<file path="config.mk">
export PLATFORM = sky130hd
export DESIGN_NAME = sixbitmulseq
export DESIGN_NICKNAME = d
export VERILOG_FILES = /design/src/rtl/sixbitmulseq_pkg.sv /design/src/rtl/sixbitneg.sv /design/src/rtl/sixbitmulseq.sv
export SDC_FILE = /design/constraint.sdc
export NUM_CORES = 1
export LEC_CHECK = 0
export CAP_MARGIN = 5
export CORE_UTILIZATION = 36
export CTS_BUF_LIST = sky130_fd_sc_hd__clkbuf_16
export CTS_CLUSTER_SIZE = 10
export DETAILED_ROUTE_END_ITERATION = 16
export GPL_TIMING_DRIVEN = 1
export SYNTH_ARGS = -nofsm -noshare
export SYNTH_HDL_FRONTEND = slang
export SYNTH_SLANG_ARGS = --single-unit
</file>
<file path="constraint.sdc">
create_clock -name clk -period 10.7 [get_ports clk]
set_input_delay 1.605 -clock clk [delete_from_list [all_inputs] [get_ports clk]]
set_output_delay 1.605 -clock clk [all_outputs]
set_load 0.05 [all_outputs]
</file>
<file path="src/rtl/sixbitmulseq_pkg.sv">
`default_nettype none
// +----------------------------------------------------------------------------+
// | sixbitmulseq_pkg : shared widths, limits and FSM states for the multiplier |
// | rev 1.0                                                                    |
// +----------------------------------------------------------------------------+
package sixbitmulseq_pkg;

    localparam int DATA_W = 6;
    localparam int ACC_W  = 12;
    localparam int CNT_W  = 3;

    localparam logic [ACC_W-1:0] MAX_POS     = ACC_W'(31);
    localparam logic [ACC_W-1:0] MAX_NEG_MAG = ACC_W'(32);
    localparam logic [CNT_W-1:0] LAST_ITER   = CNT_W'(DATA_W - 1);

    typedef enum logic [1:0] {
        IDLE = 2'd0,
        RUN  = 2'd1,
        DONE = 2'd2
    } state_t;

endpackage
`default_nettype wire

</file>
<file path="src/rtl/sixbitneg.sv">
`default_nettype none
// +----------------------------------------------------------------------------+
// | sixbitneg : combinational conditional two's-complement negate              |
// | rev 1.0                                                                    |
// +----------------------------------------------------------------------------+
module sixbitneg
    import sixbitmulseq_pkg::*;
(
    input  logic [DATA_W-1:0] data_in,
    input  logic              neg_en,
    output logic [DATA_W-1:0] data_out
);

    // Negating -32 yields 6'b100000, which reads correctly as unsigned magnitude 32.
    assign data_out = neg_en ? (~data_in + DATA_W'(1)) : data_in;

endmodule
`default_nettype wire

</file>
<file path="src/rtl/sixbitmulseq.sv">
`default_nettype none
// +----------------------------------------------------------------------------+
// | sixbitmulseq : sequential 6-bit signed shift-add multiplier, one bit/clock |
// | rev 1.0                                                                    |
// +----------------------------------------------------------------------------+
module sixbitmulseq
    import sixbitmulseq_pkg::*;
(
    input  logic              clk,
    input  logic              rst_n,
    input  logic              start,
    input  logic [DATA_W-1:0] multiplicand,
    input  logic [DATA_W-1:0] multiplier,
    output logic [DATA_W-1:0] product,
    output logic              err,
    output logic              busy,
    output logic              done
);

    state_t             r_state;
    state_t             w_next_state;
    logic               w_capture;
    logic               w_iterate;
    logic               w_finish;

    logic [CNT_W-1:0]   r_cnt;
    logic [DATA_W-1:0]  r_mag_a;
    logic [DATA_W-1:0]  r_mag_b;
    logic               r_sign;
    logic [ACC_W-1:0]   r_acc;

    logic [DATA_W-1:0]  w_mag_a;
    logic [DATA_W-1:0]  w_mag_b;
    logic [ACC_W-1:0]   w_addend;
    logic [ACC_W-1:0]   w_acc_next;
    logic [DATA_W-1:0]  w_prod_pos;
    logic [DATA_W-1:0]  w_prod_neg;
    logic [DATA_W-1:0]  w_prod;
    logic               w_err;

    sixbitneg u_neg_a (
        .data_in  (multiplicand),
        .neg_en   (multiplicand[DATA_W-1]),
        .data_out (w_mag_a)
    );

    sixbitneg u_neg_b (
        .data_in  (multiplier),
        .neg_en   (multiplier[DATA_W-1]),
        .data_out (w_mag_b)
    );

    always_ff @(posedge clk or negedge rst_n) begin
        if (!rst_n) begin
            r_state <= IDLE;
        end else begin
            r_state <= w_next_state;
        end
    end

    always_comb begin
        w_next_state = r_state;
        w_capture    = 1'b0;
        w_iterate    = 1'b0;
        w_finish     = 1'b0;
        case (r_state)
            IDLE: begin
                if (start) begin
                    w_capture    = 1'b1;
                    w_next_state = RUN;
                end
            end
            RUN: begin
                w_iterate = 1'b1;
                if (r_cnt == LAST_ITER) begin
                    w_finish     = 1'b1;
                    w_next_state = DONE;
                end
            end
            DONE: begin
                if (start) begin
                    w_capture    = 1'b1;
                    w_next_state = RUN;
                end else begin
                    w_next_state = IDLE;
                end
            end
            default: w_next_state = IDLE;
        endcase
    end

    // The last partial product is added on the same edge that loads the result,
    // so the result is formed from the post-add accumulator value.
    assign w_addend   = r_mag_b[r_cnt] ? (ACC_W'(r_mag_a) << r_cnt) : '0;
    assign w_acc_next = r_acc + w_addend;
    assign w_prod_pos = w_acc_next[DATA_W-1:0];
    assign w_prod_neg = ~w_acc_next[DATA_W-1:0] + DATA_W'(1);
    assign w_prod     = r_sign ? w_prod_neg : w_prod_pos;
    assign w_err      = r_sign ? (w_acc_next > MAX_NEG_MAG) : (w_acc_next > MAX_POS);

    always_ff @(posedge clk or negedge rst_n) begin
        if (!rst_n) begin
            r_cnt   <= '0;
            r_mag_a <= '0;
            r_mag_b <= '0;
            r_sign  <= 1'b0;
            r_acc   <= '0;
            product <= '0;
            err     <= 1'b0;
            busy    <= 1'b0;
            done    <= 1'b0;
        end else begin
            busy <= (w_next_state == RUN);
            done <= (w_next_state == DONE);
            if (w_capture) begin
                r_mag_a <= w_mag_a;
                r_mag_b <= w_mag_b;
                r_sign  <= multiplicand[DATA_W-1] ^ multiplier[DATA_W-1];
                r_acc   <= '0;
                r_cnt   <= '0;
            end else if (w_iterate) begin
                r_acc <= w_acc_next;
                r_cnt <= w_finish ? '0 : r_cnt + CNT_W'(1);
                if (w_finish) begin
                    product <= w_prod;
                    err     <= w_err;
                end
            end
        end
    end

endmodule
`default_nettype wire

</file>
* Word level (Yosys, flattened, before mapping)
Index checks and enable logic that the tools add are counted.
** Word-level totals
- Register bits after elaboration :: 39
- Word-level logic and storage cells :: 54
** Operators by class
- Add/sub/neg operators :: 5
- Order comparisons :: 3
- Eq/ne operators :: 5
- Shift-type cells :: 1
- Mux-type cells :: 21
- Bitwise logic cells :: 5
- Reductions and logical operators :: 4
** Operator list (count)
- two-way mux 12 bit :: 3
- adder 6 x 1 -> 6 bit (second input constant) :: 3
- two-way mux 6 bit :: 3
- NOT 6 bit :: 3
- adder 12 bit :: 1
- greater-than comparator 12 x 5 -> 1 bit (second input constant) :: 1
- greater-than comparator 12 x 6 -> 1 bit (second input constant) :: 1
- left shift 6 x 3 -> 12 bit :: 1
- two-way mux 3 bit :: 3
- two-way mux 1 bit :: 8
- case mux 2 bit (3 select lines) :: 1
- equality test 2 x 1 -> 1 bit (second input constant) :: 2
- equality test 2 bit (second input constant) :: 2
- < comparator 3 x 4 -> 1 bit (second input constant) :: 1
- two-way mux 2 bit :: 2
- adder 3 x 1 -> 3 bit (second input constant) :: 1
- binary-select mux 1 bit (select 3 bit) :: 1
- equality test 3 bit (second input constant) :: 1
- AND reduction 3 bit :: 1
- logical NOT 2 bit :: 1
- nonzero test 2 bit :: 1
- OR reduction 2 bit :: 1
- NOT 1 bit :: 1
- XOR 1 bit :: 1

* Depth between registers and ports, before layout
- Word-level depth :: 7
- Mapped depth :: 14
- Mapped depth without buffers :: 13

* Hierarchy
From an unflattened synthesis, not the netlist that was laid out.
** Unflattened totals
- Cell total of the unflattened synthesis :: 316
- Area, all modules :: 2708.8 sq um
** Modules (own cells, without submodules)
- sixbitmulseq :: instances 1, cells an instance 284, area an instance 2491.1 sq um, seq. area each 975.9 sq um
- sixbitneg :: instances 2, cells an instance 16, area an instance 108.9 sq um, seq. area each 0.0 sq um

* Worst setup path before layout
Ideal clock, no wire load.
- Path kind :: register to register
- Start :: reg r_cnt[0]
- End :: reg err
- Setup time :: 0.142 ns
- Arrival :: 3.492 ns
- Required time :: 10.558 ns
- Path slack :: 7.066 ns
- Stages on the path, launching flop included :: 13
- Period minus slack after synthesis :: 3.634 ns
- Cells stage by stage :: dfrtp_1 -> clkbuf_1 -> mux4_2 -> nand2_1 -> nor2_1 -> ha_1 -> fa_1 -> a21o_1 -> a21oi_2 -> xnor2_1 -> or4b_1 -> a2111oi_2 -> a41oi_1
** On the way
- Longest elaborated chain between the ends :: 6
- Elaborated cells on any way between the ends :: 12
- Classes of those cells :: add/sub (1); order compare (2); eq/ne (1); shift (1); mux (6); reduce/logical (1)
** RTL lines
- from (decl) :: line sixbitmulseq.sv:26 : logic [CNT_W-1:0] r_cnt;
- from (signal assigned) :: line sixbitmulseq.sv:123 : r_cnt <= w_finish ? '0 : r_cnt + CNT_W'(1);
- binary-select mux 1 bit (select 3 bit) :: line sixbitmulseq.sv:94 : assign w_addend = r_mag_b[r_cnt] ? (ACC_W'(r_mag_a) << r_cnt) : '0;
- two-way mux 1 bit (not written as such) :: line sixbitmulseq.sv:94
- two-way mux 12 bit :: line sixbitmulseq.sv:94
- adder 12 bit :: line sixbitmulseq.sv:95 : assign w_acc_next = r_acc + w_addend;
- greater-than comparator 12 x 5 -> 1 bit / greater-than comparator 12 x 6 -> 1 bit (equally long branches) :: line sixbitmulseq.sv:99 : assign w_err = r_sign ? (w_acc_next > MAX_NEG_MAG) : (w_acc_next > MAX_POS);
- two-way mux 1 bit :: line sixbitmulseq.sv:99
- to (signal assigned) :: line sixbitmulseq.sv:126 : err <= w_err;
- to (decl) :: line sixbitmulseq.sv:15 : output logic err,
Parallel ways exist; a longest one is shown, timed or not. The select of a mux whose other input is x is not followed.
A chain may end at the register's enable or synchronous reset.

* Final worst setup path
Ends and elaborated chain as after synthesis.

==> out/qor.csv <==
stage,metric,value,unit
run_status,outcome,finished clean,
timing,final.setup.tns,0,ps
finish,multi_input_area,1440,µm²
synthesis,synth_edf_count,0,
synthesis,async_flop_share,1.00,
pwr,ir_worst_vdd,0.0959,mV
floorplanning,die_area,7300,µm²
clocking,htree_levels,2,
clocking,clk_path_buf_depth,2,
placement,gp_congestion,0.845,
placement,dpl.cell_count,371,
timing,skew,6.79,ps
finish,final_cell_count_no_fill,379,
clocking,cts_resized,0,
synthesis,ys_warn_count,0,
synthesis,netlist_area,2510,µm²
drt,viasPerCell,5.23,
drt,avgRoutedWirePerCell,13.6,µm
min_path,hp-class,register to register,
clocking,cts_tree,yes,
finish,drive_gt1_frac,0.0535,
grt,grt-ovfl-total,0,
drt,initialDrtViolationCount,88,
grt,grt_pass1_vias,1849,
floorplanning,die_h,85.5,µm
floorplanning,io_pins,24,
clocking,clkSinkCount,39,
finish,final_util,0.433,
drt,drc,0,
timing,max_freq,253,MHz
drt,wirelength,5170,µm
clocking,postCtsSetupRepairBufs,0,
worst_setup_path,cp-end-kind,register,
timing,hold_violations,0,
floorplanning,row_count,30,
worst_setup_path,worstPathMaxFanout,19,
timing,finalCriticalPeriod,3950,ps
synthesis,synth_top_area_share,0.389,
clocking,cts.root.buffer_cell,clkbuf_16,
drt,num_vias,1984,
finish,area_delta_synth_final,16.6,%
grt,grt_pass1_wl,8820,µm
floorplanning,start_util,0.371,
worst_setup_path,start_kind,register,
clocking,clock_latency,280,ps
worst_setup_path,cp_num_buf_inv,0,
synthesis,synth_cell_types,39,
finish,seqCellArea,976,µm²
clocking,clk_pin_slew,60,ps
synthesis,ys_seq_elements,39,
clocking,cts_buffers,5,
placement,place.port_buffers,23,
synthesis,synth_nets,314,
synthesis,ys.flop_type,dfrtp_1,
worst_setup_path,cp_slowest_cell,dfrtp_1,
synthesis,synth_common_cells,"nand2_1, dfrtp_1, o21ai_0, nor2_1, ha_1",
drt,ant_nets,0,
finish,nets,331,
grt,grt_max_degree,40,
synthesis,netlist_instances,281,
synthesis,synth_area_leaders,"dfrtp_1, ha_1, nand2_1",
placement,place_hpwl,3860,µm
clocking,cts_hold_buf,0,
timing,max_slew.worst_pin.slew,885,ps
floorplanning,dieWidth,85.5,µm
worst_setup_path,arrival,4090,ps
timing,rsz0062_at_grt,no,
grt,grtUsageTotal,0.156,
worst_setup_path,slowest_delay,720,ps
timing,finalCritPeriodShare,0.369,
grt,grt_antenna_before_repair,0,
worst_setup_path,cp_top_family,compound AO/OA/AOI/OAI gates,
timing,drv_slew,0,
floorplanning,coreArea,6760,µm²
finish,diodes,0,
flow_run,maxCapViolCount,0,
synthesis,yosysMostFrequentCell,nand2_1,
timing,slew_headroom,0.410,
finish,nFillCells,694,
worst_setup_path,critical_path_class,register to register,
synthesis,syn_avg_cell_area,8.92,µm²
timing,setup_viol,0,
synthesis,yosys.area.top_type,dfrtp_1,
synthesis,ys_seq_area_frac,0.389,
pwr,pwr_density_cell,303,nW/µm²
worst_setup_path,cp_data_required_time,10840,ps
pwr,p_leak,0.00137,µW
worst_setup_path,cp_cell_sequence,mux4_2 > nand2_1 > nor2_1 > ha_1 > fa_1 > a21o_1 > a21oi_2 > xnor2_1 > or4b_1 > a2111oi_2 > a41oi_1,
drt,first_pass_iters,4,
-- metrics by stage --
step | setup slack (ps) | hold WS, ps | power, µW | cell area, µm²
floorplan | 7070 | 445 | 632 | 2510
global placement | 6900 | 461 | 740 | 2780
detailed placement | 6790 | 473 | 747 | 2780
CTS | 6750 | 486 | 893 | 2920
global route | 6540 | 502 | 959 | 2920
finish | 6750 | 480 | 887 | 2920
-- logic make-up (layout without fill, tap and decap cells) --
family | after synthesis | in the layout | share of synthesized area
DFF | 39 | 39 | 0.389
and+or+nand+nor | 96 | 96 | 0.167
muxes | 12 | 12 | 0.0544
xor gates and xnor gates | 22 | 22 | 0.0768
AOI/OAI and AO/OA | 70 | 70 | 0.184
adders and majority gates | 18 | 18 | 0.0928
buffers and inverters | 24 | 42 | 0.0359
-- state kept, by name, summed over array words and instances (netlist names) --
register,flops
r_sign,1
r_mag_b,6
busy,1
r_cnt,3
done,1
r_mag_a,6
r_state,2
product,6
r_acc,12
err,1
-- power breakdown --
| part | total, µW | switching [µW] | internal [µW] |
|---|---|---|---|
| sequential | 269 | 62.6 | 206 |
| combinational | 473 | 284 | 190 |
| clock | 145 | 59.8 | 85.1 |
-- worst min-delay path: cells and delay by family, from the launching register on --
| kind | cells | cell delay (ps) |
|---|---|---|
| AOI/OAI and AO/OA | 1 | 60 |
| DFF | 1 | 330 |
| and+or+nand+nor | 1 | 50 |
-- cells in the final DEF (no fill, tap or decap), types with 2 or more instances in the layout --
cell / n
a21o_1: 5
a21oi_1: 8
a31oi_1: 2
a22o_1: 7
a32o_1: 2
inv_1: 11
clkinv_2: 3
nor4_1: 2
clkbuf_16: 5
dfrtp_1: 39
o21ai_0: 29
xnor2_1: 9
nor2_1: 22
mux2i_1: 8
xor2_1: 13
nor2b_1: 5
o21ai_1: 3
nand3_1: 7
ha_1: 17
mux2_2: 3
nor3_1: 7
clkdlybuf4s50_1: 22
a41oi_1: 2
nand2b_1: 5
o21bai_1: 2
nand2_1: 45
-- cell type report --
cell class | count | area share
Multi-Input combinational cell | 218 | 0.493
Sequential cell | 39 | 0.334
Tap cell | 80 | 0.0342
Clock buffer | 5 | 0.0428
Inverter | 11 | 0.0141
Timing Repair Buffer | 23 | 0.0770
Clock inverter | 3 | 0.00513
-- routing by layer --
metal,part of all wire,vias up,wire length [µm],track usage
li1,-,1013,-,-
met5,0,-,0,0
met3,0.040,9,208,0.0340
met2,0.46,49,2390,0.261
met4,0.017,0,89,0.0576
met1,0.48,913,2480,0.197
-- worst paths after layout --
path	startpoint	endpoint	depth (start not counted)	slack [ps]
setup / recovery	r_cnt[0]	err	11	6750
hold / removal	product[1]	product[1]	2	480
setup reg to reg	r_cnt[0]	err	11	6750
hold reg to reg	product[1]	product[1]	2	480
max in group asynchronous	rst_n	r_state[1]	1	8710
min in group asynchronous	rst_n	r_cnt[2]	1	1440
No activity file was read; power rests on OpenSTA's default activity.
